--- src/rtl/npc_pkg.sv ---
// Shared encodings for the NPC core sequencer: state enum, PC/adder mux selects
// and the machine-mode trap cause codes.
package npc_pkg;

    typedef enum logic [2:0] {
        ST_FETCH,
        ST_EXEC,
        ST_MEM,
        ST_COMMIT,
        ST_HALT
    } seq_state_t;

    localparam logic [1:0] PC_SEL_ADDER = 2'b00;
    localparam logic [1:0] PC_SEL_MTVEC = 2'b01;
    localparam logic [1:0] PC_SEL_MEPC  = 2'b11;

    // bit1 picks adder A (rs1 vs pc), bit0 picks adder B (imm vs 4)
    localparam logic [1:0] ADDER_SEL_PC_4    = 2'b00;
    localparam logic [1:0] ADDER_SEL_PC_IMM  = 2'b01;
    localparam logic [1:0] ADDER_SEL_RS1_IMM = 2'b11;

    localparam logic [3:0] CAUSE_IFETCH  = 4'd1;
    localparam logic [3:0] CAUSE_LOAD    = 4'd4;
    localparam logic [3:0] CAUSE_STORE   = 4'd6;
    localparam logic [3:0] CAUSE_ECALL_M = 4'd11;

    function automatic logic [3:0] lsu_cause(input logic store);
        return store ? CAUSE_STORE : CAUSE_LOAD;
    endfunction

endpackage

--- src/rtl/pc_seq_ctrl_fetch_timeout_cnt.sv ---
// Cycle counter for the fetch watchdog: clear has priority over load, load over increment.
module fetch_timeout_cnt #(
    parameter int           W      = 16,
    parameter logic [W-1:0] TC_VAL = '1
) (
    input  logic         clk,
    input  logic         rst,
    input  logic         clr,
    input  logic         load,
    input  logic [W-1:0] load_val,
    input  logic         inc,
    output logic         tc
);

    logic [W-1:0] cnt;

    always_ff @(posedge clk) begin
        if (rst || clr)
            cnt <= '0;
        else if (load)
            cnt <= load_val;
        else if (inc)
            cnt <= cnt + 1'b1;
    end

    assign tc = (cnt == TC_VAL);

endmodule

--- src/rtl/pc_seq_ctrl.sv ---
// Multi-cycle fetch/execute/memory/commit sequencer driving the PC unit, IMEM,
// LSU, register file and CSR trap path of the NPC core.
module pc_seq_ctrl
    import npc_pkg::*;
#(
    parameter int FETCH_TIMEOUT = 255,
    parameter int CNT_W         = 64
) (
    input  logic             clk,
    input  logic             rst,
    output logic             imem_req,
    input  logic             imem_ack,
    input  logic             imem_err,
    output logic             inst_we,
    input  logic             is_load,
    input  logic             is_store,
    input  logic             is_jal,
    input  logic             is_jalr,
    input  logic             is_branch,
    input  logic             branch_taken,
    input  logic             is_ecall,
    input  logic             is_mret,
    input  logic             is_ebreak,
    input  logic             writes_rd,
    output logic             lsu_req,
    input  logic             lsu_done,
    input  logic             lsu_err,
    output logic             pc_we,
    output logic [1:0]       pc_sel,
    output logic [1:0]       adder_sel,
    output logic             rf_we,
    output logic             trap_we,
    output logic [3:0]       mcause_val,
    output logic             halted,
    output logic [CNT_W-1:0] instret
);

    localparam logic [15:0] TO_TC = 16'(FETCH_TIMEOUT - 1);

    seq_state_t state;
    logic       fault;
    logic [3:0] cause;
    logic       to_tc;
    logic       in_fetch;

    assign in_fetch = (state == ST_FETCH);

    // Cleared on every exit from FETCH so each fetch gets the full window.
    fetch_timeout_cnt #(
        .W      (16),
        .TC_VAL (TO_TC)
    ) u_to_cnt (
        .clk      (clk),
        .rst      (rst),
        .clr      (!in_fetch || imem_ack || to_tc),
        .load     (1'b0),
        .load_val ('0),
        .inc      (in_fetch),
        .tc       (to_tc)
    );

    always_ff @(posedge clk) begin
        if (rst) begin
            state   <= ST_FETCH;
            fault   <= 1'b0;
            cause   <= '0;
            instret <= '0;
        end else begin
            case (state)
                ST_FETCH: begin
                    // ack beats a coincident timeout
                    if (imem_ack) begin
                        if (imem_err) begin
                            fault <= 1'b1;
                            cause <= CAUSE_IFETCH;
                            state <= ST_COMMIT;
                        end else begin
                            state <= ST_EXEC;
                        end
                    end else if (to_tc) begin
                        fault <= 1'b1;
                        cause <= CAUSE_IFETCH;
                        state <= ST_COMMIT;
                    end
                end
                ST_EXEC:
                    state <= (is_load || is_store) ? ST_MEM : ST_COMMIT;
                ST_MEM: begin
                    if (lsu_done) begin
                        if (lsu_err) begin
                            fault <= 1'b1;
                            cause <= lsu_cause(is_store && !is_load);
                        end
                        state <= ST_COMMIT;
                    end
                end
                ST_COMMIT: begin
                    fault <= 1'b0;
                    cause <= '0;
                    if (!fault)
                        instret <= instret + CNT_W'(1);
                    state <= (!fault && !is_ecall && is_ebreak) ? ST_HALT : ST_FETCH;
                end
                ST_HALT:
                    state <= ST_HALT;
                default:
                    state <= ST_FETCH;
            endcase
        end
    end

    always_comb begin
        imem_req   = 1'b0;
        inst_we    = 1'b0;
        lsu_req    = 1'b0;
        pc_we      = 1'b0;
        pc_sel     = PC_SEL_ADDER;
        adder_sel  = ADDER_SEL_PC_4;
        rf_we      = 1'b0;
        trap_we    = 1'b0;
        mcause_val = cause;
        halted     = 1'b0;
        if (!rst) begin
            case (state)
                ST_FETCH: begin
                    imem_req = 1'b1;
                    inst_we  = imem_ack && !imem_err;
                end
                ST_EXEC:
                    lsu_req = is_load || is_store;
                ST_COMMIT: begin
                    if (fault) begin
                        pc_we   = 1'b1;
                        pc_sel  = PC_SEL_MTVEC;
                        trap_we = 1'b1;
                    end else if (is_ecall) begin
                        pc_we      = 1'b1;
                        pc_sel     = PC_SEL_MTVEC;
                        trap_we    = 1'b1;
                        mcause_val = CAUSE_ECALL_M;
                    end else if (is_ebreak) begin
                        rf_we = writes_rd;
                    end else begin
                        pc_we = 1'b1;
                        rf_we = writes_rd;
                        if (is_mret)
                            pc_sel = PC_SEL_MEPC;
                        else if (is_jalr)
                            adder_sel = ADDER_SEL_RS1_IMM;
                        else if (is_jal || (is_branch && branch_taken))
                            adder_sel = ADDER_SEL_PC_IMM;
                    end
                end
                ST_HALT:
                    halted = 1'b1;
                default: ;
            endcase
        end
    end

endmodule

--- config.mk ---
export PLATFORM = sky130hd
export DESIGN_NAME = pc_seq_ctrl
export DESIGN_NICKNAME = d
export VERILOG_FILES = /design/src/rtl/npc_pkg.sv /design/src/rtl/pc_seq_ctrl_fetch_timeout_cnt.sv /design/src/rtl/pc_seq_ctrl.sv
export SDC_FILE = /design/constraint.sdc
export NUM_CORES = 1
export LEC_CHECK = 0
export CAP_MARGIN = 20
export CORE_MARGIN = 4
export CORE_UTILIZATION = 30
export CTS_CLUSTER_SIZE = 40
export DETAILED_ROUTE_END_ITERATION = 7
export PLACE_DENSITY_LB_ADDON = 0.2
export RECOVER_POWER = 50
export SLEW_MARGIN = 0
export SYNTH_ARGS = -nofsm -noshare
export SYNTH_HDL_FRONTEND = slang
export SYNTH_HIERARCHICAL = 1
export SYNTH_SLANG_ARGS = --single-unit
--- constraint.sdc ---
create_clock -name clk -period 3 [get_ports clk]
set_input_delay 0.6 -clock clk [delete_from_list [all_inputs] [get_ports clk]]
set_output_delay 0.6 -clock clk [all_outputs]
set_load 0.02 [all_outputs]
; Yosys cells after proc, flatten, opt, wreduce, memory -nomap -nowiden
; Index checks and enable logic that the tools add are counted.
[classes]
n_addsub = 2
eq_ne = 9
mux = 59
bitwise_logic = 1
reduce_logical = 20
[op_table]
columns = op, count
row1 = $add 64x1->64 const B, 1
row2 = $mux 4, 9
row3 = $mux 2, 15
row4 = $mux 1, 28
row5 = $add 16x1->16 const B, 1
row6 = $eq 16x8->1 const B, 1
row7 = $pmux 3 s5, 1
row8 = $mux 3, 4
row9 = $pmux 4 s3, 1
row10 = $eq 3x2->1 const B, 2
row11 = $ne 3x3->1 const B, 2
row12 = $logic_and 1x1->1, 5
row13 = $logic_not 1->1, 5
row14 = $logic_or 1x1->1, 5
row15 = $reduce_and 5->1, 1
row16 = $ne 2x2->1 const B, 2
row17 = $reduce_and 2->1, 2
row18 = $eq 3x1->1 const B, 1
row19 = $eq 3x3->1 const B, 1
row20 = $logic_not 3->1, 1
row21 = $pmux 1 s3, 1
row22 = $reduce_bool 3->1, 1
row23 = $not 1->1, 1
[word_totals]
reg_bits = 88
input_bits = 16
output_inout_bits = 79
wordCells = 96

; Longest topological paths before layout
[logic_depth]
ltp_word = 10
ltp_mapped = 9
mapped_depth_nobuf = 9

; Cells and area by module
; The synthesis kept the hierarchy.
[by_module_without_submodules]
columns = mod, instances, cells_each, area_per_inst_um2, seq_area_each_um2
row1 = pc_seq_ctrl, 1, 433, 3641.0, 1421.4
row2 = fetch_timeout_cnt, 1, 107, 865.8, 320.3

; Worst setup path before layout
; Ideal clock, no wire load.
[synth_timing]
path_kind = input to output
start = input rst
end = output adder_sel[1]
arrival_time_ns = 1.775
required_time_ns = 2.400
setup_slack_ns = 0.625
stages = 3
path_buffers = 0
cell_sequence = nand3b_1 -> nand2b_1 -> nor4b_1
[synth_via]
elab_chain_cells = 1
[synth_lines]
columns = element, line
row1 = from (decl), pc_seq_ctrl.sv:10  ; input logic rst,
row2 = $mux 2, pc_seq_ctrl.sv:123  ; if (!rst) begin
row3 = to (decl), pc_seq_ctrl.sv:30  ; output logic [1:0] adder_sel,
; Every way passes these cells.

; Final worst setup path
[layout_timing]
start = register state[2]
end = output adder_sel[0]
[layout_via]
elab_chain_cells = 3
[layout_lines]
columns = element, line
row1 = from (decl), pc_seq_ctrl.sv:40  ; seq_state_t state;
row2 = from (signal assigned), pc_seq_ctrl.sv:87  ; state <= (is_load || is_store) ? ST_MEM : ST_COMMIT;
row3 = from (signal assigned), pc_seq_ctrl.sv:102  ; state <= (!fault && !is_ecall && is_ebreak) ? ST_HALT : ST_FETCH;
row4 = $eq 3x2->1, pc_seq_ctrl.sv:124  ; case (state)
row5 = $mux 2, pc_seq_ctrl.sv:124
row6 = $mux 2, pc_seq_ctrl.sv:123
; Every way passes these cells.

==> impl_metrics.yaml <==
outcome:
  run_status: "finished clean"
pwr:
  clkPwrFrac: 0.450
  swShare: 0.230
  ir_drop_v: 0.000262
  intPower_mw: 1.99
  combPwrFrac: 0.085
  p_leak_nw: 2.17
  p_per_area_nw_per_um2: 429
  finalPower_mw: 2.58
  p_sw_uw: 593
  power_frac_seq: 0.465
cells_and_area:
  mostFrequentLayoutCells: "dfxtp_1 (87), nor2_1 (62), dlygate4sd3_1 (61), a21oi_1 (38), clkdlybuf4s50_1 (31)"
  multi_input_area_sq_um: 2660
  layout_commonest_cell: "dfxtp_1"
  area_growth_pct: 33.3
  antennaDiodeCount: 0
  nNetsFinal: 671
  drive_gt1_frac: 0.0609
  nFillCells: 1483
  area.sequential_sq_um: 1740
clock_tree:
  postCtsSetupRepairBufs: 0
  cts_max_level: 3
  path_clk_slew_ps: 60
  cts_root_buf: "clkbuf_16"
  cts_tree: "yes"
  cts_made_buffers: 9
  insertion_delay_ps: 340
  clock_sinks: 87
  hold_buffers: 0
  clk_path_buf_depth: 2
worst_setup_path:
  r2r_start: "state[0]$_SDFFE_PP0P_"
  r2r_setup_slack_ps: 400
  timing.rr.end: "instret[29]$_SDFFE_PP0P_"
  crit_required_ps: 2400
  crit_arrival_ps: 2220
  critPathLaunchType: "register"
  critical_path.max_fanout: 9
  cp-startpoint: "state[2]$_SDFFE_PP0P_"
  worst_setup_path_end_kind: "output port"
  setup.worst_path.class: "register to output port"
  r2r_cells: 7
synthesis:
  synth_edf_count: 0
  synthCells: 540
  yosysSeqAreaShare: 0.386
  yosysUniqueCellTypes: 55
  synth_area_per_cell_sq_um: 8.35
  synth-main-ff-cell: "dfxtp_1"
  synthTopCellsByArea: "dfxtp_1 (39%), xnor2_1 (5.8%), nor2_1 (5.2%)"
  synth_top_area_frac: 0.386
  ys_warn_count: 6
  yosysTopAreaCell: "dfxtp_1"
  netlist_area_sq_um: 4510
  async_flop_share: 0
  ys_seq_elements: 87
grt:
  grt_overflow: 0
  grt.total_usage: 0.147
  grt_max_degree: 74
  grt_pass1_wl_microns: 20000
  grt_pass1_vias: 4046
  antenna_found_initial: 0
hold_path:
  hold_path.startpoint: "cause[1]$_SDFFE_PP0P_"
  hp-class: "register to register"
  hold_end: "cause[1]$_SDFFE_PP0P_"
  whs_path_depth: 2
route:
  drc: 0
  num_vias: 4300
  ant_nets: 0
  drt_iter0_markers: 254
  wl_per_cell_microns: 14.8
  wl_microns: 12500
  avgViaCountPerCell: 5.11
  dr.pass1.iters: 4
placed_design:
  gp_congestion: 0.810
  hpwlAfterDp_microns: 9130
  io_buffers: 94
timing:
  relSlewSlack: 0.486
  setup_viol: 0
  worstMarginPinSlew_ps: 771
  fin_crit_ps: 2820
  period_share: 0.940
  fin_setup_tns_ps: 0
  hold_viol: 0
  final-max-slew-violation-count: 0
  rsz0062_at_grt: "false"
  finalClockSkew_ps: 8.29
  max_freq_mhz: 355
floorplanning:
  fp.dieW_microns: 131
  core_area_sq_um: 14600
  start_util: 0.308
  die_area_sq_um: 17000
  placementRows: 44
  die_h_microns: 131
  ios: 95
job:
  maxCapViolCount: 0
-- power groups by stage --
stage               clock network [mW]  registers (mW)  logic, mW
floorplan                            0            1.22      0.136
global placement                     0            1.22      0.215
detailed placement                   0            1.22      0.220
CTS                               1.20            1.20      0.221
global route                      1.25            1.20      0.243
finish                            1.16            1.20      0.219
-- layout make-up --
class	count	area share
Clock buffer	13	0.0450
Sequential cell	87	0.290
Clock inverter	3	0.00666
Timing Repair Buffer	106	0.168
Inverter	14	0.00875
Tap cell	184	0.0383
Multi-Input combinational cell	434	0.443
-- kinds of logic after synthesis --
family / Yosys count / share of synthesized area
compound gates: 95 / 0.123
xor+xnor: 49 / 0.0952
fa+ha+maj: 3 / 0.00833
buf+inv: 41 / 0.0414
flops: 87 / 0.386
mux: 5 / 0.0114
other cells: 1 / 0.000832
simple gates: 259 / 0.333
-- worst max path at each step --
stage / to / slack, ps / cells after the start
finish: adder_sel[0] / 180 / 5
global route: adder_sel[0] / 30 / 5
CTS: adder_sel[0] / 70 / 5
detailed placement: adder_sel[1] / 20 / 5
global placement: adder_sel[1] / 100 / 5
floorplan: adder_sel[1] / 630 / 3
-- registers in the layout, indices dropped and copies added, names as in the netlist --
signal	count
instret	64
u_to_cnt/cnt	16
cause	3
state	3
fault	1
-- layer usage --
layer / global-route usage / vias up / share of wire
li1: - / 2187 / -
met1: 0.180 / 2000 / 0.45
met2: 0.246 / 92 / 0.48
met3: 0.0394 / 21 / 0.051
met4: 0.0581 / 0 / 0.022
met5: 0 / - / 0
-- per-stage QoR --
step                instances  instance area [sq um]   util  hold WS (ps)  setup slack, ps
finish                    841                   6010  0.410           499              179
global placement          825                   5710  0.390           466             95.9
floorplan                 562                   4590      -           451              625
global route              841                   6010  0.410           522             27.0
CTS                       841                   6020  0.411           510             67.8
detailed placement        825                   5710  0.390           476             20.3
-- what timing repair did --
action                                  in CTS  in global routing
endpoints found under the hold margin        0                  0
resized for setup                            1                  1
endpoints found under the setup margin       1                  2
-- Yosys cell counts, drive strengths merged, types with 2 or more instances --
library cell and instances:
o21ai 28, nor3 21, o21a 2, and4 12, ha 3, mux2i 4, dfxtp 87, nor2 62
or3 16, xor2 19, nand2b 7, nand2 26, or4 11, buf 11, a211oi 5, a21oi 38
a31oi 3, and3 4, nor4 18, clkbuf 16, nor2b 3, xnor2 30, nand4b 4, nand3b 3
inv 14, or4b 2, nand3 27, and2 7, nand4 31, o31ai 12
-- critical path, stage by stage (launching register included) --
cell and delay [ps]:
dfxtp_1 390, nor2b_2 200, nand3b_1 180, nand2b_1 230, nor4_1 230, clkdlybuf4s50_1 650
(Power assumes the default switching activity.)
